$ cat src/rtl/inst_fetch.sv
// Thumb instruction fetch: issues one 32-bit read at a time and queues the
// returned halfwords with their PCs in a 4-entry FIFO for decode.
module inst_fetch #(
    parameter logic [31:0] RESET_PC = 32'h0000_0000
) (
    input  logic        clk,
    input  logic        rst_n,
    input  logic        branch_valid,
    input  logic [31:0] branch_target,
    output logic        imem_req,
    output logic [31:0] imem_addr,
    input  logic        imem_ack,
    input  logic [31:0] imem_rdata,
    output logic        inst_valid,
    output logic [15:0] inst,
    output logic [31:0] inst_pc,
    input  logic        inst_ready
);

    localparam int DEPTH = 4;

    logic [31:0] fetch_pc_reg;
    logic        req_reg;
    logic [31:0] addr_reg;
    logic        drop_reg;
    logic [2:0]  count_reg;
    logic [1:0]  head_reg;
    logic [1:0]  tail_reg;

    logic [15:0] half_mem [DEPTH];
    logic [31:0] pc_mem   [DEPTH];

    logic [31:0] fetch_word;
    logic [1:0]  tail_inc;
    logic        ack_take;
    logic        keep;
    logic        push_lo;
    logic        push_hi;
    logic        pop;
    logic        issue;
    logic [1:0]  n_push;
    logic        unused_bits;

    assign fetch_word = {fetch_pc_reg[31:2], 2'b00};
    assign tail_inc   = tail_reg + 2'd1;

    // Data is queued only for a live request that is neither being dropped
    // nor overtaken by a redirect in the same cycle.
    assign ack_take = req_reg & imem_ack;
    assign keep     = ack_take & ~drop_reg & ~branch_valid;
    assign push_lo  = keep & ~fetch_pc_reg[1];
    assign push_hi  = keep;
    assign n_push   = {1'b0, push_lo} + {1'b0, push_hi};
    assign pop      = inst_valid & inst_ready & ~branch_valid;

    // Issuing only when two slots are free guarantees room for a full word.
    assign issue = ~req_reg & (count_reg <= 3'd2) & ~branch_valid;

    assign unused_bits = ^{branch_target[0], fetch_pc_reg[0]};

    always_ff @(posedge clk or negedge rst_n) begin
        if (!rst_n) begin
            fetch_pc_reg <= {RESET_PC[31:1], 1'b0};
            req_reg      <= 1'b0;
            addr_reg     <= {RESET_PC[31:2], 2'b00};
            drop_reg     <= 1'b0;
            count_reg    <= 3'd0;
            head_reg     <= 2'd0;
            tail_reg     <= 2'd0;
        end else if (branch_valid) begin
            count_reg    <= 3'd0;
            head_reg     <= 2'd0;
            tail_reg     <= 2'd0;
            fetch_pc_reg <= {branch_target[31:1], 1'b0};
            if (req_reg && imem_ack) begin
                req_reg  <= 1'b0;
                drop_reg <= 1'b0;
            end else if (req_reg) begin
                drop_reg <= 1'b1;
            end
        end else begin
            if (ack_take) begin
                req_reg  <= 1'b0;
                drop_reg <= 1'b0;
                if (!drop_reg) begin
                    fetch_pc_reg <= fetch_word + 32'd4;
                end
            end else if (issue) begin
                req_reg  <= 1'b1;
                addr_reg <= fetch_word;
            end
            count_reg <= count_reg + {1'b0, n_push} - {2'b00, pop};
            head_reg  <= head_reg + {1'b0, pop};
            tail_reg  <= tail_reg + n_push;
        end
    end

    // Queue storage needs no reset: count gates everything visible.
    always_ff @(posedge clk) begin
        if (push_lo) begin
            half_mem[tail_reg] <= imem_rdata[15:0];
            pc_mem[tail_reg]   <= fetch_word;
            half_mem[tail_inc] <= imem_rdata[31:16];
            pc_mem[tail_inc]   <= fetch_word + 32'd2;
        end else if (push_hi) begin
            half_mem[tail_reg] <= imem_rdata[31:16];
            pc_mem[tail_reg]   <= fetch_word + 32'd2;
        end
    end

    assign imem_req   = req_reg;
    assign imem_addr  = addr_reg;
    assign inst_valid = (count_reg != 3'd0);
    assign inst       = half_mem[head_reg];
    assign inst_pc    = pc_mem[head_reg];

endmodule

$ cat config.mk
export PLATFORM = sky130hd
export DESIGN_NAME = inst_fetch
export DESIGN_NICKNAME = d
export VERILOG_FILES = /design/src/rtl/inst_fetch.sv
export SDC_FILE = /design/constraint.sdc
export NUM_CORES = 1
export LEC_CHECK = 0
export CORE_ASPECT_RATIO = 0.7
export CORE_MARGIN = 3
export CORE_UTILIZATION = 25
export CTS_BUF_LIST = sky130_fd_sc_hd__clkbuf_8
export DETAILED_ROUTE_END_ITERATION = 6
export HOLD_SLACK_MARGIN = 0.12
export PLACE_DENSITY = 0.45
export SLEW_MARGIN = 30
export SYNTH_ARGS = -nofsm -noshare
export SYNTH_HDL_FRONTEND = slang
export SYNTH_SLANG_ARGS = --single-unit
$ cat constraint.sdc
create_clock -name clk -period 10.1 [get_ports clk]
set_clock_uncertainty 0.1 [all_clocks]
set_input_delay 1.515 -clock clk [delete_from_list [all_inputs] [get_ports clk]]
set_output_delay 1.515 -clock clk [all_outputs]
set_load 0.005 [all_outputs]
==> Yosys cells after proc, flatten, opt, wreduce, memory -nomap -nowiden <==
Memory sizes are Yosys's and may differ from the RTL's.
Index checks and enable logic that the tools add are counted.
{ "totals": {"output_inout_bits": 82, "input_bits": 69, "memories": 2, "regBits": 71, "wordCells": 65, "ram_bits": 192} }
{ "mem_list": {"columns": ["name", "depth", "word_bits", "rd", "rd_ports_with_merged_regs", "write_ports", "line_no", "rtl"], "rows": [
  ["pc_mem", 4, 32, 1, 0, 2, "31", "logic [31:0] pc_mem [DEPTH];"],
  ["half_mem", 4, 16, 1, 0, 2, "30", "logic [15:0] half_mem [DEPTH];"]
]} }
{ "op_classes": {"bitwise_logic": 15, "eq_ne": 3, "order_cmp": 1, "muxes": 21, "reduce_logical": 8, "add_sub_neg": 8} }
{ "op_table": {"columns": ["cell", "count"], "rows": [
  ["$mux 32", 4],
  ["$add 32x2->32 const B", 1],
  ["$add 32x3->32 const B", 1],
  ["$mux 16", 1],
  ["$mux 1", 13],
  ["$and 1x1->1", 8],
  ["$reduce_and 2->1", 3],
  ["$reduce_bool 3->1", 2],
  ["$not 1->1", 5],
  ["$mux 2", 2],
  ["$add 3x2->3", 1],
  ["$le 3x2->1 const B", 1],
  ["$mux 3", 1],
  ["$ne 3x1->1 const B", 1],
  ["$reduce_and 3->1", 1],
  ["$sub 3x1->3", 1],
  ["$add 1x1->2", 1],
  ["$add 2x1->2", 1],
  ["$add 2x1->2 const B", 1],
  ["$add 2x2->2", 1],
  ["$ne 2x1->1 const B", 1],
  ["$ne 2x2->1 const B", 1],
  ["$or 1x1->1", 2],
  ["$reduce_bool 2->1", 1],
  ["$logic_and 1x1->1", 1]
]} }

==> Depth between registers and ports, before layout <==
Gate-level depths: netlist (run 1).
{ "logic_depth": {"ltp_word": 8, "ltp_mapped": 10, "mapped_depth_nobuf": 9} }

==> Worst setup path before layout (run 1) <==
OpenSTA, ideal clock, no wires.
{ "synth_timing": {"path_type": "in2reg", "startpoint": "input branch_valid", "endpoint": "memory half_mem[3][0] (enable)", "path_stages": 4, "t_arrival_ns": 3.800, "path_slack_ns": 5.775, "n_path_buf": 2, "cell_sequence": "nand4bb_1 > clkbuf_1 > nor3b_1 > clkbuf_1"} }
{ "synth_rtl": {"columns": ["item", "line_no", "rtl"], "rows": [
  ["start: declaration", "8", "input logic branch_valid,"],
  ["end: declaration", "30", null]
]} }

==> Worst setup path in the final report (run 1) <==
{ "layout_timing": {"startpoint": "register head_reg[0]", "endpoint": "output inst_pc[10]"} }
{ "layout_between": {"elab_chain_len": 1} }
{ "layout_rtl": {"columns": ["item", "line_no", "rtl"], "rows": [
  ["start: declaration", "27", "logic [1:0] head_reg;"],
  ["start signal: assignment", "93", "head_reg <= head_reg + {1'b0, pop};"],
  ["$mem_v2 4x32", null, null],
  ["end: declaration", "16", "output logic [31:0] inst_pc,"]
]} }
Every way passes these cells.

==> results of run 1 <==
## final timing paths
path,end,from,cells past startpoint,slack [ns]
min in group asynchronous,imem_addr[13]$_DFFE_PN0P_,rst_n,1,0.70
worst min-delay path,imem_addr[11]$_DFFE_PN0P_,imem_addr[11]$_DFFE_PN0P_,1,0.39
worst min register to register,imem_addr[11]$_DFFE_PN0P_,imem_addr[11]$_DFFE_PN0P_,1,0.39
worst max register to register,fetch_pc_reg[15]$_DFFE_PN0P_,imem_req$_DFFE_PN0P_,5,7.09
max in group asynchronous,head_reg[0]$_DFF_PN0_,rst_n,2,7.99
worst max-delay path,inst_pc[10],head_reg[0]$_DFF_PN0_,3,5.40
## logic make-up (layout without fill, tap and decap cells)
group | count (synthesis) | after routing | share of synthesized area [%]
flops | 258 | 258 | 61.51
fa+ha+maj | 7 | 7 | 0.7951
xor+xnor | 14 | 14 | 1.025
simple gates | 264 | 264 | 12.69
compound gates | 63 | 63 | 3.400
buf+inv | 76 | 257 | 2.668
other cells | 1 | 4 | 0.03135
mux | 143 | 143 | 17.88
## Yosys cell counts (3+ instances only)
cell type    n  share of area, %
nor2b_1      7              0.37
buf_2       15              0.63
nor3_1      15              0.63
or3_1        5              0.26
xnor2_1     11              0.81
nand3_1     15              0.63
a31oi_1     11              0.58
nor4_1       6              0.31
nand2_1     32               1.0
mux2_1       3              0.28
o21ai_0     18              0.75
and3_1       6              0.31
and2_1     110               5.8
or2_2        3              0.16
dfrtp_1     70                15
mux2_2      92               8.7
nand2b_1     4              0.21
o31ai_1      8              0.50
clkbuf_1    45               1.4
or4_1        7              0.44
and4_1       6              0.44
nand4_1     13              0.68
edfxtp_1   184                46
inv_1       10              0.31
dfxtp_1      4              0.67
o311ai_0     8              0.59
ha_1         6              0.63
xor2_1       3              0.22
nor2_1      26              0.82
mux4_2      47               8.9
a21oi_1      8              0.33
buf_4        4              0.25
## power breakdown
part,internal (mW),switching [mW]
Clock,0.484,0.437
Combinational,0.371,0.246
Sequential,1.26,0.102
## layout make-up
type / count / area (um2) / area share, %
Sequential cell: 258 / 7362 / 49.15
Multi-Input combinational cell: 494 / 4339 / 28.97
Timing Repair Buffer: 164 / 1609 / 10.74
Tap cell: 612 / 765.7 / 5.112
Clock buffer: 54 / 743.2 / 4.962
Clock inverter: 29 / 120.1 / 0.8019
Inverter: 10 / 37.54 / 0.2506
Antenna cell: 1 / 2.502 / 0.01671
## stage by stage
stage | total power [mW] | hold slack, ns | instances | area [um2]
after floorplan | 1.657 | 0.3625 | 828 | 11970
after global placement | 2.013 | 0.3761 | 1537 | 14080
after detailed placement | 2.022 | 0.3790 | 1538 | 14110
after CTS | 2.971 | 0.3942 | 1621 | 14970
after global routing | 3.076 | 0.4182 | 1621 | 14980
final | 2.903 | 0.3883 | 1622 | 14980
## cell usage in the layout (no fill, tap or decap), types with 2 or more instances in the layout
| master | n |
|---|---|
| or4b_1 | 2 |
| conb_1 | 3 |
| xnor2_1 | 11 |
| clkinv_2 | 3 |
| o211ai_1 | 2 |
| clkinvlp_4 | 2 |
| nor3_1 | 14 |
| nand3_1 | 15 |
| clkdlybuf4s50_1 | 144 |
| o21ai_0 | 18 |
| nand4_1 | 13 |
| nor2_1 | 24 |
| nand2_1 | 31 |
| nand2b_1 | 4 |
| a31oi_1 | 11 |
| or2_2 | 3 |
| nor2b_1 | 7 |
| o21ai_2 | 2 |
| mux4_2 | 47 |
| clkbuf_8 | 54 |
| clkinv_1 | 7 |
| o31ai_1 | 8 |
| nor4_1 | 6 |
| or4_1 | 7 |
| xor2_1 | 3 |
| inv_1 | 26 |
| and2_1 | 110 |
| dfrtp_1 | 68 |
| edfxtp_1 | 184 |
| a21oi_1 | 7 |
| mux2_1 | 3 |
| mux2_2 | 92 |
| dfxtp_1 | 4 |
| and3_1 | 6 |
| buf_4 | 18 |
| ha_1 | 6 |
| or3_1 | 5 |
| and4_1 | 6 |
| o311ai_0 | 8 |
## critical path: stages (launching register included)
cell and delay, ns:
dfrtp_4 0.67, buf_4 0.67, mux4_2 0.60, clkdlybuf4s50_1 0.54
## metal layers
metal | vias to the layer above | wire (um) | share of wire (%) | global-route usage [%]
met1 | 3653 | 15830 | 49 | 19.85
met3 | 32 | 2115 | 6.5 | 2.936
met4 | 0 | 325 | 1.0 | 2.808
met2 | 176 | 14300 | 44 | 18.99
li1 | 3428 | - | - | -
met5 | - | 0 | 0 | 0
==> reports/metrics.yaml, run 1 <==
die_area_um2: 50540
dr.pass1.iters: 5
grt_usage_pct: 13.09
peakVddDrop_v: 0.00008265
drive_gt1_share_pct: 23.09
core_area_um2: 46820
period_share_pct: 46.52
seq_area_frac_synth_pct: 61.51
via_per_inst: 4.494
critPathKind: "reg -> out"
netlist_area_um2: 11960
final_max_slew_viol_count: 0
clock_latency_ns: 0.57
die_w_um: 267.4
nets: 1049
place_congestion: 0.7179
cts_hold_buf: 0
grt.overflow.total: 0
cts_tree: "built"
rsz0062_at_grt: "false"
post-route-util_pct: 31.99
ys_seq_elements: 258
worstSetupEndpointType: "output pin"
clock_sink_count: 258
pre_cts_slack_ns: 5.642
crit_fanout: 32
cts-resized-gates: 0
setup_violations: 0
cp.required_ns: 8.49
cts_buffer_depth: 3
power.leakage_nw: 4.977
hold_viol_final: 0
num_rows: 66
start_util_pct: 25.54
hold_class: "reg -> reg"
synth_ff_type: "edfxtp_1"
place_hpwl_um: 20840
arrival_ns: 3.08
ys_warn_count: 0
largest_register_ffs: 124
grt_pass1_wl_um: 49600
boundaryPins: 151
slew_headroom_pct: 40.38
htree_levels: 2
antenna_found_initial: 1
fmax_mhz: 212.8
fillers: 4561
timing.final.crit_period_ns: 4.699
drc: 0
syn-mean-instance-area_um2: 14.48
area_growth_pct: 25.24
post-route-worst-setup-slack_ns: 5.401
post_cts_buffers: 0
place.port_buffers: 146
cts-root-buf: "clkbuf_8"
critPathLaunchType: "flop"
netlist_instances: 826
antenna_left: 0
cts.clk_slew.worst_paths_ns: 0.06
dr.first_iter.drc_count: 544
finalSetupTns_ns: 0
first_global_vias: 7435
async_flop_share_pct: 27.13
drv_cap: 0
grt_max_degree: 65
wl_per_cell_um: 20.08
status: "completed"
p_per_area_nw_per_um2: 193.8
worst_pin_slew_ns: 0.8861
synth_edf_count: 184
wl_um: 32570
cts_buffers: 45
yosys.cell_types.count: 51
vias: 7289
dieHeight_um: 189
Note: power is estimated with default switching activity, not from simulation.
==> run 2, diff against run 1 <==
==> constraint.sdc (replaced) <==
create_clock -name clk -period 4.7 [get_ports clk]
set_clock_uncertainty 0.1 [all_clocks]
set_input_delay 0.705 -clock clk [delete_from_list [all_inputs] [get_ports clk]]
set_output_delay 0.705 -clock clk [all_outputs]
set_load 0.005 [all_outputs]
==> run 2 against run 1 <==
Against the previous run: final cell count increased by 0.55%; worst hold slack got worse by 0.0085 ns; largest cell class unchanged; via count increased by 0.26%; sequential cell count unchanged; design area increased by 0.48%; sequential power increased by 120%; clock power increased by 120%; core utilization increased by 0.15 points.
==> reports/metrics.yaml, run 2 (synthesis gave the netlist of run 1 again) <==
arrival_ns: 2.90
place.port_buffers: 146
switching_power_mw: 1.706
wl_per_cell_um: 20.23
antennaDiodeCount: 0
clkPwrFrac_pct: 32.2
cp.required_ns: 3.89
timing.final.crit_period_ns: 3.701
finalSetupTns_ns: 0
post_cts_buffers: 0
boundaryPins: 151
worst_pin_slew_ns: 0.8408
drc: 0
p_int_mw: 4.577
rrSetupSlack_ns: 2.03
use_met1_pct: 19.60
cts_tree: "built"
use_met2_pct: 19.66
peakVddDrop_v: 0.0001684
vias: 7308
area_growth_pct: 25.85
via_per_inst: 4.481
grt_usage_pct: 13.29
first_global_vias: 7608
grt.overflow.total: 0
grt_max_degree: 42
p_per_area_nw_per_um2: 417.4
dr.pass1.iters: 5
crit_fanout: 34
swShare_pct: 27.15
nets: 1060
largest_register_ffs: 124
grt_pass1_wl_um: 50250
top_usage_layer: "met2"
num_rows: 66
slew_headroom_pct: 43.83
total_power_mw: 6.283
antenna_found_initial: 0
fmax_mhz: 270.2
die_area_um2: 50540
cts-resized-gates: 0
rsz0062_at_grt: "false"
power.leakage_nw: 5.041
die_w_um: 267.4
clock_latency_ns: 0.58
dieHeight_um: 189
comb_power_share_pct: 20.9
cts_buffer_depth: 3
antenna_left: 0
start_util_pct: 25.54
worstSetupEndpointType: "output pin"
cts-root-buf: "clkbuf_8"
critPathLaunchType: "flop"
setup_violations: 0
pre_cts_slack_ns: 1.341
critPathKind: "reg -> out"
core_area_um2: 46820
drv_cap: 0
clock_sink_count: 258
htree_levels: 2
final_max_slew_viol_count: 0
wl_um: 32990
grt_use_met3_pct: 3.157
power.share.sequential_pct: 47.0
hold_viol_final: 0
cts.clk_slew.worst_paths_ns: 0.06
cts_buffers: 47
place_hpwl_um: 21470
status: "completed"
hold_class: "in -> reg"
place_congestion: 0.7208
mostFrequentLayoutCell: "edfxtp_1"
drive_gt1_share_pct: 23.26
mostFrequentLayoutCells: "edfxtp_1 (184), clkdlybuf4s50_1 (144), and2_1 (110), mux2_2 (92), dfrtp_1 (68)"
dr.first_iter.drc_count: 465
period_share_pct: 78.74
post-route-worst-setup-slack_ns: 0.9994
holdWs_ns: 0.3797
-- run 2: final timing paths --
| path | start | to | cells past startpoint |
|---|---|---|---|
| min | branch_valid | head_reg[1]$_DFF_PN0_ | 2 |
| max reg2reg | fetch_pc_reg[6]$_DFFE_PN0P_ | fetch_pc_reg[19]$_DFFE_PN0P_ | 4 |
| max in group asynchronous | rst_n | fetch_pc_reg[13]$_DFFE_PN0P_ | 3 |
| min reg2reg | pc_mem[1][1]$_SDFFE_PP1P_ | pc_mem[1][1]$_SDFFE_PP1P_ | 2 |
| max | head_reg[0]$_DFF_PN0_ | inst[5] | 3 |
| min in group asynchronous | rst_n | imem_addr[13]$_DFFE_PN0P_ | 2 |
-- run 2: power by group through the flow --
stage               combinational [mW]  clock [mW]  sequential, mW
global route                      1.43        2.22            3.01
global placement                  1.33           0            3.00
CTS                               1.35        2.12            2.96
detailed placement                1.34           0            3.00
finish                            1.31        2.02            2.95
floorplan                        0.677           0            2.88
-- run 2: area by class of cell --
| class | count | area (um2) |
|---|---|---|
| sequential | 258 | 7362 |
| clock inverter | 32 | 152.6 |
| inverter | 10 | 37.54 |
| timing repair buffer | 173 | 1679 |
| clock buffer | 52 | 715.7 |
| fill | 4618 | 31770 |
| multi-input combinational | 494 | 4339 |
| tap | 612 | 765.7 |
-- run 2: per-stage QoR --
stage	instances	area, um2	util (%)
2_1_floorplan	828	11970	-
3_3_place_gp	1545	14160	30.23
3_5_place_dp	1545	14160	30.24
4_1_cts	1630	15040	32.11
5_1_grt	1631	15050	32.15
6_report	1631	15050	32.15
-- run 2: worst max-delay path: stages (launching register included) --
cell	delay (ns)
dfrtp_4	0.93
buf_4	0.35
mux4_2	0.53
clkdlybuf4s50_1	0.46
-- run 2: metal layers --
layer	routed length (um)	part of all wire, %
met1	15820	48
met2	14590	44
met3	2028	6.1
met4	552	1.7
met5	0	0
-- run 2: repair_timing --
| action | in CTS | in global routing |
|---|---|---|
| hold endpoints to repair | 38 | 0 |
| hold buffers | 1 | 0 |
| endpoints found under the setup margin | 0 | 0 |
==> run 3, diff against run 2 <==
==> constraint.sdc (replaced) <==
create_clock -name clk -period 3.85 [get_ports clk]
set_clock_uncertainty 0.1 [all_clocks]
set_input_delay 0.5775 -clock clk [delete_from_list [all_inputs] [get_ports clk]]
set_output_delay 0.5775 -clock clk [all_outputs]
set_load 0.005 [all_outputs]
==> run 3 against run 2 <==
Against the previous run: core utilization grew 0.38 points; clock power is 36% higher; die area is the same; non-clock buffer count increased by 2; sequential share of layout area fell by 0.57 points; sequential power increased by 22%; setup slack got worse by 0.49 ns.
==> reports/metrics.yaml, run 3 (synthesis gave the netlist of run 1 again) <==
fmax_mhz: 299.5
nets: 1061
worst_pin_slew_ns: 0.8124
antenna_found_initial: 3
grt_use_met3_pct: 2.728
clock_sink_count: 258
worstSetupEndpointType: "output pin"
use_met2_pct: 19.15
fillers: 4587
antenna_left: 0
largest_register_ffs: 124
hold_viol_final: 0
clock_latency_ns: 0.58
crit_fanout: 21
power.leakage_nw: 5.090
slowest_delay_ns: 0.76
status: "completed"
timing.final.crit_period_ns: 3.339
boundaryPins: 151
drive_gt1_share_pct: 24.54
cts_buffers: 46
cts_tree: "built"
drc: 0
post-route-worst-setup-slack_ns: 0.5110
num_rows: 66
grt_usage_pct: 13.09
cts-root-buf: "clkbuf_8"
top_usage_layer: "met1"
area_growth_pct: 27.34
grt_pass1_wl_um: 49690
first_global_vias: 7601
wl_per_cell_um: 19.95
final_max_slew_viol_count: 0
via_per_inst: 4.473
critPathKind: "reg -> out"
critPathLaunchType: "flop"
p_per_area_nw_per_um2: 523.8
setup_violations: 0
use_met1_pct: 19.50
peakVddDrop_v: 0.0002118
vias: 7322
die_w_um: 267.4
critPathSlowestCell: "dfrtp_4"
cp.required_ns: 3.17
post_cts_buffers: 0
core_area_um2: 46820
dr.pass1.iters: 5
cts_buffer_depth: 3
place.port_buffers: 146
period_share_pct: 86.73
crit_buf_inv: 2
crit_family: "buffers and inverters"
finalSetupTns_ns: 0
place_congestion: 0.7356
mostFrequentLayoutCell: "edfxtp_1"
hold_class: "in -> reg"
grt.overflow.total: 0
wl_um: 32650
dieHeight_um: 189
drv_cap: 0
place_hpwl_um: 21220
grt_max_degree: 64
die_area_um2: 50540
pre_cts_slack_ns: 0.8269
mostFrequentLayoutCells: "edfxtp_1 (184), clkdlybuf4s50_1 (144), and2_1 (110), mux2_2 (92), dfrtp_1 (68)"
cts.clk_slew.worst_paths_ns: 0.06
crit_chain: "buf_4, mux4_2, clkdlybuf4s50_1"
dr.first_iter.drc_count: 471
rsz0062_at_grt: "false"
slew_headroom_pct: 45.68
htree_levels: 2
arrival_ns: 2.66
start_util_pct: 25.54
[run 3: path summary, 6_finish.rpt]
path | cells past startpoint | end | start | slack [ns]
worst min register to register | 1 | imem_addr[12]$_DFFE_PN0P_ | imem_addr[12]$_DFFE_PN0P_ | 0.39
worst max-delay path | 3 | inst_pc[11] | head_reg[0]$_DFF_PN0_ | 0.51
worst min-delay path | 2 | tail_reg[0]$_DFF_PN0_ | branch_valid | 0.33
max in group asynchronous | 3 | imem_addr[19]$_DFFE_PN0P_ | rst_n | 2.53
min in group asynchronous | 2 | imem_addr[13]$_DFFE_PN0P_ | rst_n | 0.45
worst max register to register | 4 | fetch_pc_reg[25]$_DFFE_PN0P_ | fetch_pc_reg[13]$_DFFE_PN0P_ | 1.08
[run 3: repair_timing]
action / in CTS / in global routing
resized for setup: 0 / 0
endpoints found under the hold margin: 60 / 0
hold buffers: 1 / 0
[run 3: where the power goes]
| part | switching (mW) | internal, mW | leakage, nW |
|---|---|---|---|
| sequential | 0.271 | 3.31 | 2.37 |
| combinational | 0.651 | 0.990 | 2.17 |
| clock | 1.21 | 1.54 | 0.552 |
[run 3: final cells by class]
class / count / area, um2 / area share (%)
Antenna cell: 2 / 5.005 / 0.03286
Clock buffer: 57 / 784.5 / 5.151
Clock inverter: 29 / 210.2 / 1.380
Inverter: 10 / 37.54 / 0.2465
Multi-Input combinational cell: 494 / 4337 / 28.48
Sequential cell: 258 / 7362 / 48.34
Tap cell: 612 / 765.7 / 5.028
Timing Repair Buffer: 175 / 1728 / 11.35
[run 3: metrics by stage]
| step | instances | total power [mW] | hold slack [ns] | instance area (um2) | utilization (%) |
|---|---|---|---|---|---|
| 3_5_place_dp | 1548 | 5.325 | 0.3775 | 14220 | 30.36 |
| 5_1_grt | 1637 | 8.423 | 0.3199 | 15230 | 32.53 |
| 2_1_floorplan | 828 | 4.347 | 0.1819 | 11970 | - |
| 3_3_place_gp | 1548 | 5.310 | 0.3777 | 14220 | 30.36 |
| 4_1_cts | 1635 | 8.147 | 0.2646 | 15220 | 32.51 |
| 6_report | 1637 | 7.977 | 0.3266 | 15230 | 32.53 |
[run 3: routing by layer]
layer | routed length (um) | part of all wire, %
met1 | 16090 | 49
met2 | 14210 | 44
met3 | 1563 | 4.8
met4 | 785 | 2.4
met5 | 0 | 0
[run 3: worst register-to-register path, delay by kind of cell (launching register included)]
kind | cells | cell delay [ns]
compound gates | 1 | 0.18
flops | 1 | 0.60
simple gates | 3 | 1.82
